### config.mk
export PLATFORM = sky130hd
export DESIGN_NAME = host_input_queue
export DESIGN_NICKNAME = d
export VERILOG_FILES = /design/src/rtl/host_input_queue_pkg.sv /design/src/rtl/host_input_queue_sync_fifo.sv /design/src/rtl/host_input_queue.sv
export SDC_FILE = /design/constraint.sdc
export NUM_CORES = 1
export LEC_CHECK = 0
export ABC_AREA = 1
export BUFFER_PORTS_ARGS = -buffer_cell sky130_fd_sc_hd__clkbuf_2
export CORE_MARGIN = 4
export CORE_UTILIZATION = 56
export CTS_BUF_LIST = sky130_fd_sc_hd__clkbuf_8
export DETAILED_ROUTE_END_ITERATION = 8
export PLACE_DENSITY = 0.72
export REMOVE_ABC_BUFFERS = 1
export SETUP_SLACK_MARGIN = 0.1
export SYNTH_ARGS = -nofsm -noshare
export SYNTH_HDL_FRONTEND = slang
export SYNTH_HIERARCHICAL = 1
export SYNTH_SLANG_ARGS = --single-unit
### constraint.sdc
create_clock -name i_clk -period 6.1 [get_ports i_clk]
set_clock_uncertainty 0.2 [all_clocks]
set_input_delay 1.83 -clock i_clk [delete_from_list [all_inputs] [get_ports i_clk]]
set_output_delay 1.83 -clock i_clk [all_outputs]
set_load 0.01 [all_outputs]
### src/rtl/host_input_queue_pkg.sv
// Shared field widths, descriptor layout and FSM encodings for the host input queue.
package host_input_queue_pkg;

    localparam int TSNTAG_W = 48;
    localparam int BUFID_W  = 9;
    localparam int FLAG_W   = 1;
    localparam int DESC_W   = TSNTAG_W + BUFID_W + FLAG_W;

    typedef struct packed {
        logic [TSNTAG_W-1:0] tsntag;
        logic [BUFID_W-1:0]  bufid;
        logic [FLAG_W-1:0]   flag;
    } desc_t;

    typedef enum logic {
        IDLE     = 1'b0,
        WAIT_ACK = 1'b1
    } out_state_e;

    typedef enum logic {
        REL_IDLE = 1'b0,
        REL_WAIT = 1'b1
    } rel_state_e;

endpackage

### src/rtl/host_input_queue_sync_fifo.sv
// Synchronous FIFO with same-cycle push/pop; a push into a full FIFO is accepted
// only when a pop happens in the same cycle.
module hiq_sync_fifo #(
    parameter int WIDTH = 8,
    parameter int DEPTH = 4
) (
    input  logic                   i_clk,
    input  logic                   i_rst,
    input  logic                   i_push,
    input  logic [WIDTH-1:0]       iv_wdata,
    input  logic                   i_pop,
    output logic [WIDTH-1:0]       ov_rdata,
    output logic                   o_push_ok,
    output logic                   o_empty,
    output logic [$clog2(DEPTH):0] ov_count
);

    localparam int AW    = $clog2(DEPTH);
    localparam int CNT_W = AW + 1;

    logic [WIDTH-1:0] mem_q [DEPTH];
    logic [AW-1:0]    wr_ptr_q, rd_ptr_q;
    logic [CNT_W-1:0] count_q, count_d;
    logic             full, pop_ok;

    assign o_empty   = (count_q == '0);
    assign full      = (count_q == CNT_W'(DEPTH));
    assign pop_ok    = i_pop && !o_empty;
    assign o_push_ok = i_push && (!full || pop_ok);
    assign ov_rdata  = mem_q[rd_ptr_q];
    assign ov_count  = count_q;

    always_comb begin
        count_d = count_q;
        case ({o_push_ok, pop_ok})
            2'b10:   count_d = count_q + CNT_W'(1);
            2'b01:   count_d = count_q - CNT_W'(1);
            default: count_d = count_q;
        endcase
    end

    // Pointers are power-of-two wide so they wrap on their own.
    always_ff @(posedge i_clk) begin
        if (i_rst) begin
            wr_ptr_q <= '0;
            rd_ptr_q <= '0;
            count_q  <= '0;
        end else begin
            if (o_push_ok) wr_ptr_q <= wr_ptr_q + AW'(1);
            if (pop_ok)    rd_ptr_q <= rd_ptr_q + AW'(1);
            count_q <= count_d;
        end
    end

    always_ff @(posedge i_clk) begin
        if (o_push_ok) mem_q[wr_ptr_q] <= iv_wdata;
    end

endmodule

### src/rtl/host_input_queue.sv
// Host input queue: buffers descriptors for the host transmit process and hands
// discarded buffer ids back to the PCB. Define HIQ_DEBUG_CNT_EN for debug counters.
module host_input_queue
    import host_input_queue_pkg::*;
#(
    parameter int DEPTH     = 16,
    parameter int REL_DEPTH = 4
) (
    input  logic                   i_clk,
    input  logic                   i_rst,
    input  logic [TSNTAG_W-1:0]    iv_tsntag,
    input  logic [BUFID_W-1:0]     iv_bufid,
    input  logic                   i_inverse_map_lookup_flag,
    input  logic                   i_descriptor_wr,
    output logic [TSNTAG_W-1:0]    ov_tsntag_network,
    output logic [BUFID_W-1:0]     ov_bufid_network,
    output logic                   o_inverse_map_lookup_flag_network,
    output logic                   o_descriptor_wr_network,
    input  logic                   i_descriptor_ack_network,
    output logic [BUFID_W-1:0]     ov_pkt_bufid,
    output logic                   o_pkt_bufid_wr,
    input  logic                   i_pkt_bufid_ack,
    output logic                   o_host_inqueue_discard_pulse,
    output logic                   o_release_overflow_pulse,
    output logic [$clog2(DEPTH):0] ov_queue_depth
`ifdef HIQ_DEBUG_CNT_EN
    ,
    output logic [15:0]            ov_enqueue_cnt,
    output logic [15:0]            ov_discard_cnt,
    output logic [$clog2(DEPTH):0] ov_max_depth
`endif
);

    desc_t                     wr_desc, head_desc, desc_q;
    logic                      desc_pop, desc_push_ok, desc_empty;
    logic [$clog2(DEPTH):0]    desc_count;
    logic                      discard_d, discard_q, rel_ovf_q;
    logic                      rel_pop, rel_push_ok, rel_empty;
    logic [BUFID_W-1:0]        rel_head, rel_bufid_q;
    logic [$clog2(REL_DEPTH):0] unused_rel_count;
    out_state_e                state_q;
    rel_state_e                rel_state_q;
    logic                      desc_wr_q, rel_wr_q;

    assign wr_desc   = '{tsntag: iv_tsntag, bufid: iv_bufid, flag: i_inverse_map_lookup_flag};
    assign discard_d = i_descriptor_wr && !desc_push_ok;
    assign desc_pop  = (state_q == IDLE) && !desc_empty;
    assign rel_pop   = (rel_state_q == REL_IDLE) && !rel_empty;

    hiq_sync_fifo #(.WIDTH(DESC_W), .DEPTH(DEPTH)) u_desc_fifo (
        .i_clk     (i_clk),
        .i_rst     (i_rst),
        .i_push    (i_descriptor_wr),
        .iv_wdata  (wr_desc),
        .i_pop     (desc_pop),
        .ov_rdata  (head_desc),
        .o_push_ok (desc_push_ok),
        .o_empty   (desc_empty),
        .ov_count  (desc_count)
    );

    hiq_sync_fifo #(.WIDTH(BUFID_W), .DEPTH(REL_DEPTH)) u_rel_fifo (
        .i_clk     (i_clk),
        .i_rst     (i_rst),
        .i_push    (discard_d),
        .iv_wdata  (iv_bufid),
        .i_pop     (rel_pop),
        .ov_rdata  (rel_head),
        .o_push_ok (rel_push_ok),
        .o_empty   (rel_empty),
        .ov_count  (unused_rel_count)
    );

    // Descriptor hand-off: the head is latched and held until the host acks it.
    always_ff @(posedge i_clk) begin
        if (i_rst) begin
            state_q   <= IDLE;
            desc_q    <= '0;
            desc_wr_q <= 1'b0;
        end else begin
            case (state_q)
                IDLE: if (!desc_empty) begin
                    desc_q    <= head_desc;
                    desc_wr_q <= 1'b1;
                    state_q   <= WAIT_ACK;
                end
                WAIT_ACK: if (i_descriptor_ack_network) begin
                    desc_wr_q <= 1'b0;
                    state_q   <= IDLE;
                end
                default: state_q <= IDLE;
            endcase
        end
    end

    always_ff @(posedge i_clk) begin
        if (i_rst) begin
            rel_state_q <= REL_IDLE;
            rel_bufid_q <= '0;
            rel_wr_q    <= 1'b0;
        end else begin
            case (rel_state_q)
                REL_IDLE: if (!rel_empty) begin
                    rel_bufid_q <= rel_head;
                    rel_wr_q    <= 1'b1;
                    rel_state_q <= REL_WAIT;
                end
                REL_WAIT: if (i_pkt_bufid_ack) begin
                    rel_wr_q    <= 1'b0;
                    rel_state_q <= REL_IDLE;
                end
                default: rel_state_q <= REL_IDLE;
            endcase
        end
    end

    // Overflow is flagged alongside the discard whose bufid found no release slot.
    always_ff @(posedge i_clk) begin
        if (i_rst) begin
            discard_q <= 1'b0;
            rel_ovf_q <= 1'b0;
        end else begin
            discard_q <= discard_d;
            rel_ovf_q <= discard_d && !rel_push_ok;
        end
    end

    assign ov_tsntag_network                 = desc_q.tsntag;
    assign ov_bufid_network                  = desc_q.bufid;
    assign o_inverse_map_lookup_flag_network = desc_q.flag[0];
    assign o_descriptor_wr_network           = desc_wr_q;
    assign ov_pkt_bufid                      = rel_bufid_q;
    assign o_pkt_bufid_wr                    = rel_wr_q;
    assign o_host_inqueue_discard_pulse      = discard_q;
    assign o_release_overflow_pulse          = rel_ovf_q;
    assign ov_queue_depth                    = desc_count;

`ifdef HIQ_DEBUG_CNT_EN
    logic [15:0]            enq_cnt_q, disc_cnt_q;
    logic [$clog2(DEPTH):0] max_depth_q;

    always_ff @(posedge i_clk) begin
        if (i_rst) begin
            enq_cnt_q   <= '0;
            disc_cnt_q  <= '0;
            max_depth_q <= '0;
        end else begin
            if (desc_push_ok)             enq_cnt_q   <= enq_cnt_q + 16'd1;
            if (discard_d)                disc_cnt_q  <= disc_cnt_q + 16'd1;
            if (desc_count > max_depth_q) max_depth_q <= desc_count;
        end
    end

    assign ov_enqueue_cnt = enq_cnt_q;
    assign ov_discard_cnt = disc_cnt_q;
    assign ov_max_depth   = max_depth_q;
`endif

endmodule

Word level (Yosys, flattened, before mapping)
Memories as Yosys holds them, arrays and structs flattened. A register that Yosys moved wholly into a read port is not among the register bits.
Cells that the tools add are included.
Storage, ports and cells
  word-level logic and storage cells: 78
  bits in read-only memories: 0
  bits in registers: 26
  bits in latches: 0
  input bits: 63
  output and inout bits: 76
  RAM bits: 964
  memories kept: 2
Cells by class
  reduce and logical (&&, ||, !) cells: 24
  bitwise logic cells: 4
  $mul: 0
  equal/unequal tests: 10
  $add $sub $neg: 8
  divide/modulo/power cells: 0
  shift operators: 0
  multiplexer cells: 18
  order comparisons: 0
Memories
  u_desc_fifo.mem_q: words 16, bits a word 58, read ports 1, clocked after Yosys merged registers in 1, wr ports 1, line host_input_queue_sync_fifo.sv:21  | logic [WIDTH-1:0] mem_q [DEPTH];
  u_rel_fifo.mem_q: words 4, bits a word 9, read ports 1, clocked after Yosys merged registers in 1, wr ports 1, line host_input_queue_sync_fifo.sv:21
Operators with widths (number)
  $mux W1: 12
  $pmux W5 S2: 1
  $add A4 B1 Y4 const B: 2
  $logic_and A1 B1 Y1: 8
  $ne A2 B2 Y1 const B: 4
  $pmux W1 S2: 4
  $reduce_and A2 Y1: 4
  $logic_not A1 Y1: 6
  $pmux W3 S2: 1
  $add A5 B1 Y5 const B: 1
  $eq A5 B5 Y1 const B: 1
  $logic_not A5 Y1: 1
  $sub A5 B1 Y5 const B: 1
  $add A2 B1 Y2 const B: 2
  $eq A2 B1 Y1 const B: 2
  $eq A2 B2 Y1 const B: 2
  $not A1 Y1: 4
  $reduce_bool A2 Y1: 2
  $add A3 B1 Y3 const B: 1
  $eq A3 B3 Y1 const B: 1
  $logic_not A3 Y1: 1
  $sub A3 B1 Y3 const B: 1
  $logic_or A1 B1 Y1: 2

Longest topological paths before layout
  depth in word-level cells: 11
  depth in mapped cells: 18
  gate-level depth less buffers: 17

By module
The synthesis kept the hierarchy.
By module, submodules not included
  hiq_sync_fifo at u_desc_fifo: instances 1, area each 38888.5 um^2, cells each 3054
  host_input_queue: instances 1, area each 2907.8 um^2, cells each 449
  hiq_sync_fifo at u_rel_fifo: instances 1, area each 1830.5 um^2, cells each 153

Worst setup path before layout
OpenSTA, ideal clock, no wires.
  kind: input to register
  start: input port i_descriptor_wr
  end: memory u_desc_fifo/mem_q[11][0] (netlist bit) (enable)
  stages on the path: 4
  data arrival time: 4.726 ns
  setup time: 0.474 ns
  path slack: 0.699 ns
  cell sequence: inv_1 -> nor2_1 -> nand2_1 -> nor2_1
Between the ends
  cells in the longest elaborated chain, start to end: 3
Ends and longest elaborated chain
  start: declaration: line host_input_queue.sv:14  | input logic i_descriptor_wr,
  $logic_and A1 B1 Y1: line host_input_queue_sync_fifo.sv:29  | assign o_push_ok = i_push && (!full || pop_ok);
  net desc_push_ok: line host_input_queue.sv:35  | logic desc_pop, desc_push_ok, desc_empty;
  $mux W1: line host_input_queue_sync_fifo.sv:56  | if (o_push_ok) mem_q[wr_ptr_q] <= iv_wdata;
  $mux W1 (implied by the code): line host_input_queue_sync_fifo.sv:56
  end: declaration: line host_input_queue_sync_fifo.sv:21
The timed path passes the listed nets, and every way through them passes these cells.

Worst setup path after layout
  start: input port i_descriptor_wr
  end: memory u_desc_fifo/mem_q[13][17] (netlist bit) (enable)
The elaborated chain is that of the path after synthesis.

==> out/qor.csv <==
stage,metric,value,unit
finish,"most common cell after layout, fill and taps aside",edfxtp_1,
finish,register area,0.03094,mm^2
die,IO Pins,139,
clocking,CTS H-Tree Depth,4,
die,chip width,287.1,um
setup_path,RR Startpoint,u_desc_fifo/ov_count[0]$_SDFFE_PP0P_,
finish,most frequent cells in the layout,"edfxtp_1, inv_1, nand2_1, nand3_1, o21ai_0",
clocking,CTS tree,built,
setup_path,CP arrival,4.18,ns
clocking,CTS Buf Count,168,
sta,Slew @ Worst Pin,1.386,ns
grt,first-pass GRT wire length,146600,um
finish,# fillers,5935,
clocking,clk buf depth,3,
sta,Finish-stage setup viols,0,
setup_path,Critical Path End Type,flip-flop,
routing,DR pass1 iterations,5,
finish,area grow syn2layout,10.69,%
routing,total wire length,94700,um
die,Die ar.,0.08244,mm^2
die,standard-cell rows,102,
yosys,YS warnings,6,
routing,routed len/inst,19.04,um
sta,period utilisation layout,64.45,%
yosys,Yosys cell types,31,
hold_path,Hold Crit Start,u_rel_fifo/rd_ptr_q[0]$_SDFFE_PP0N_,
yosys,sequential share of the synthesized area,70.90,%
clocking,CTS Hold Bufs,0,
routing,Final ANT Viol Nets,0,
power_and_ir_drop,LEAKAGE,18.07,nW
sta,final hold slack,0.2638,ns
power_and_ir_drop,PD cells,413.8,mW/mm^2
routing,residual DRC count,0,
finish,share of layout cells above drive strength 1,12.85,%
setup_path,Worst EP required,6.35,ns
sta,Final Hold Fails,0,
finish,fin nets,3870,
place,DP HPWL,53500,um
routing,Initial DRC Count,2430,
power_and_ir_drop,VDD IR max,0.0004319,V
sta,RSZ-0062 raised after global routing,no,
sta,Final Critical Period,3.932,ns
sta,max-slew violations,0,
clocking,worst-skew pair later-pin latency,0.81,ns
sta,Slew headroom,7.584,%
setup_path,CP Max Fanout,24,
hold_path,worst hold path type,flip-flop to flip-flop,
hold_path,Hold Path Cell Cnt,1,
setup_path,path type of the worst setup path,input port to flip-flop,
flow_run,Max-cap violations,0,
yosys,#FFs+latches synth,1063,
sta,fmax,254.3,MHz
clocking,Resized cells post-CTS,0,
power_and_ir_drop,total power,19.98,mW
grt,number of global-route vias before repair,26180,
clocking,clk root buf,clkbuf_8,
grt,initial antenna violation count,2,
grt,GR Util All Layers,22.99,%
finish,Multi-input gate area,0.009489,mm^2
setup_path,worst reg2reg setup slack,2.54,ns
yosys,Cells after Synth,3656,
die,initial core utilization,56.41,%
yosys,Synth Area per Inst,11.93,um^2
place,GPL Wtd Cong,0.7717,
finish,cell area after layout,0.04829,mm^2
die,die height,287.1,um
place,Placed Area,0.04511,mm^2
clocking,clock sinks,1063,
clocking,"CTS clk-pin slew, worst paths",0.06,ns
die,total core area,0.07734,mm^2
setup_path,Reg2Reg Capture Point,u_desc_fifo/mem_q[13][17]$_DFFE_PP_,
setup_path,depth of the most critical reg-to-reg path,9,
grt,GRT overflow,0,
status,status,"finished, final reports clean",
grt,largest net degree at the start of global routing,212,
setup_path,type of element launching the critical path,input port,
routing,vias per inst,5.447,
yosys,Post-Syn Area,0.04363,mm^2
place,input/output buffers,138,
routing,vias,27090,
clocking,# Post-CTS Setup Buffers,0,
==> layout make-up <==
| class | instances | share of cell area [%] |
|---|---|---|
| clock buffers | 173 | 4.931 |
| clock inverters | 134 | 1.632 |
| repair buffers | 184 | 2.508 |
| diodes | 3 | 0.01555 |
| multi-input cells | 1800 | 19.65 |
| inverters | 576 | 4.488 |
| flip-flops and latches | 1063 | 64.08 |
| well taps | 1040 | 2.695 |
==> kinds of logic (layout without fill, tap and decap cells) <==
family	after synthesis	after routing	share of synthesized area, %
adder cells (fa/ha/maj)	14	14	0.4359
AO/OA/AOI/OAI	758	758	11.06
buffers and inverters	793	1067	7.629
other	0	3	0
flip-flops	1063	1063	70.90
AND/OR/NAND/NOR	1025	1025	9.923
XOR/XNOR	3	3	0.06024
==> per-stage QoR <==
stage / TNS [ns] / util (%) / cells / setup slack [ns]
floorplan: -659.91 / - / 3439 / -11.38
global placement: 0 / 58.33 / 4663 / 1.342
detailed placement: 0 / 58.33 / 4663 / 1.361
CTS: 0 / 62.43 / 4970 / 2.230
global route: 0 / 62.44 / 4972 / 2.111
finish: 0 / 62.44 / 4973 / 2.168
==> sequential cells by signal, summed over array words and instances (netlist names), 2 cells and up, named ones only <==
name / count
u_rel_fifo/mem_q: 36
ov_tsntag_network: 48
u_rel_fifo/ov_count: 3
ov_bufid_network: 9
ov_pkt_bufid: 9
u_desc_fifo/mem_q: 928
u_rel_fifo/wr_ptr_q: 2
u_desc_fifo/wr_ptr_q: 4
u_desc_fifo/ov_count: 5
u_rel_fifo/rd_ptr_q: 2
u_desc_fifo/rd_ptr_q: 4
==> synth_stat cells, drive strengths merged <==
master  number  area [um^2]
fa           2        40.04
dfxtp       99         1982
o211ai     232         2152
a21o         1        7.510
inv        575         2158
xnor2        1        8.760
ha          12        150.1
o22ai        9        56.30
clkinv       1        3.750
nand4        1        6.260
a21oi      250         1262
a21boi       1        7.510
nand2      460         1734
edfxtp     964        28950
o21ai      265         1338
buf        151        918.4
xor2         2        17.52
nor2       199        762.0
nand3      364         1822
clkbuf      66        247.7
nor3         1        5.000
==> worst max path at each step <==
stage,from,endpoint,depth (start not counted)
finish,i_descriptor_wr,u_desc_fifo/mem_q[13][17]$_DFFE_PP_,6
global route,i_descriptor_wr,u_desc_fifo/mem_q[13][34]$_DFFE_PP_,6
global placement,i_descriptor_wr,u_desc_fifo/mem_q[13][17]$_DFFE_PP_,6
detailed placement,i_descriptor_wr,u_desc_fifo/mem_q[13][15]$_DFFE_PP_,6
CTS,i_descriptor_wr,u_desc_fifo/mem_q[13][17]$_DFFE_PP_,6
floorplan,flip-flop,ov_bufid_network[6]$_SDFFE_PP0P_,8
==> power by group <==
group          internal, mW  switching, mW
combinational          1.80           3.88
sequential             8.37          0.276
clock                  2.95           2.71
total                  13.1           6.86
==> worst max-delay path, cell delays in order <==
cell,delay [ns]
clkbuf_2,0.12
inv_1,0.06
nor2_1,0.57
nand2_1,0.41
nor2_4,0.72
buf_4,0.45
==> layer usage <==
layer	global-route usage [%]	vias to the layer above	part of all wire, %
met5	0	-	0
met3	3.862	169	5.9
li1	-	12960	-
met2	38.00	889	49
met1	31.16	13070	42
met4	8.145	0	2.6
Note: power is estimated with default switching activity, not from simulation.
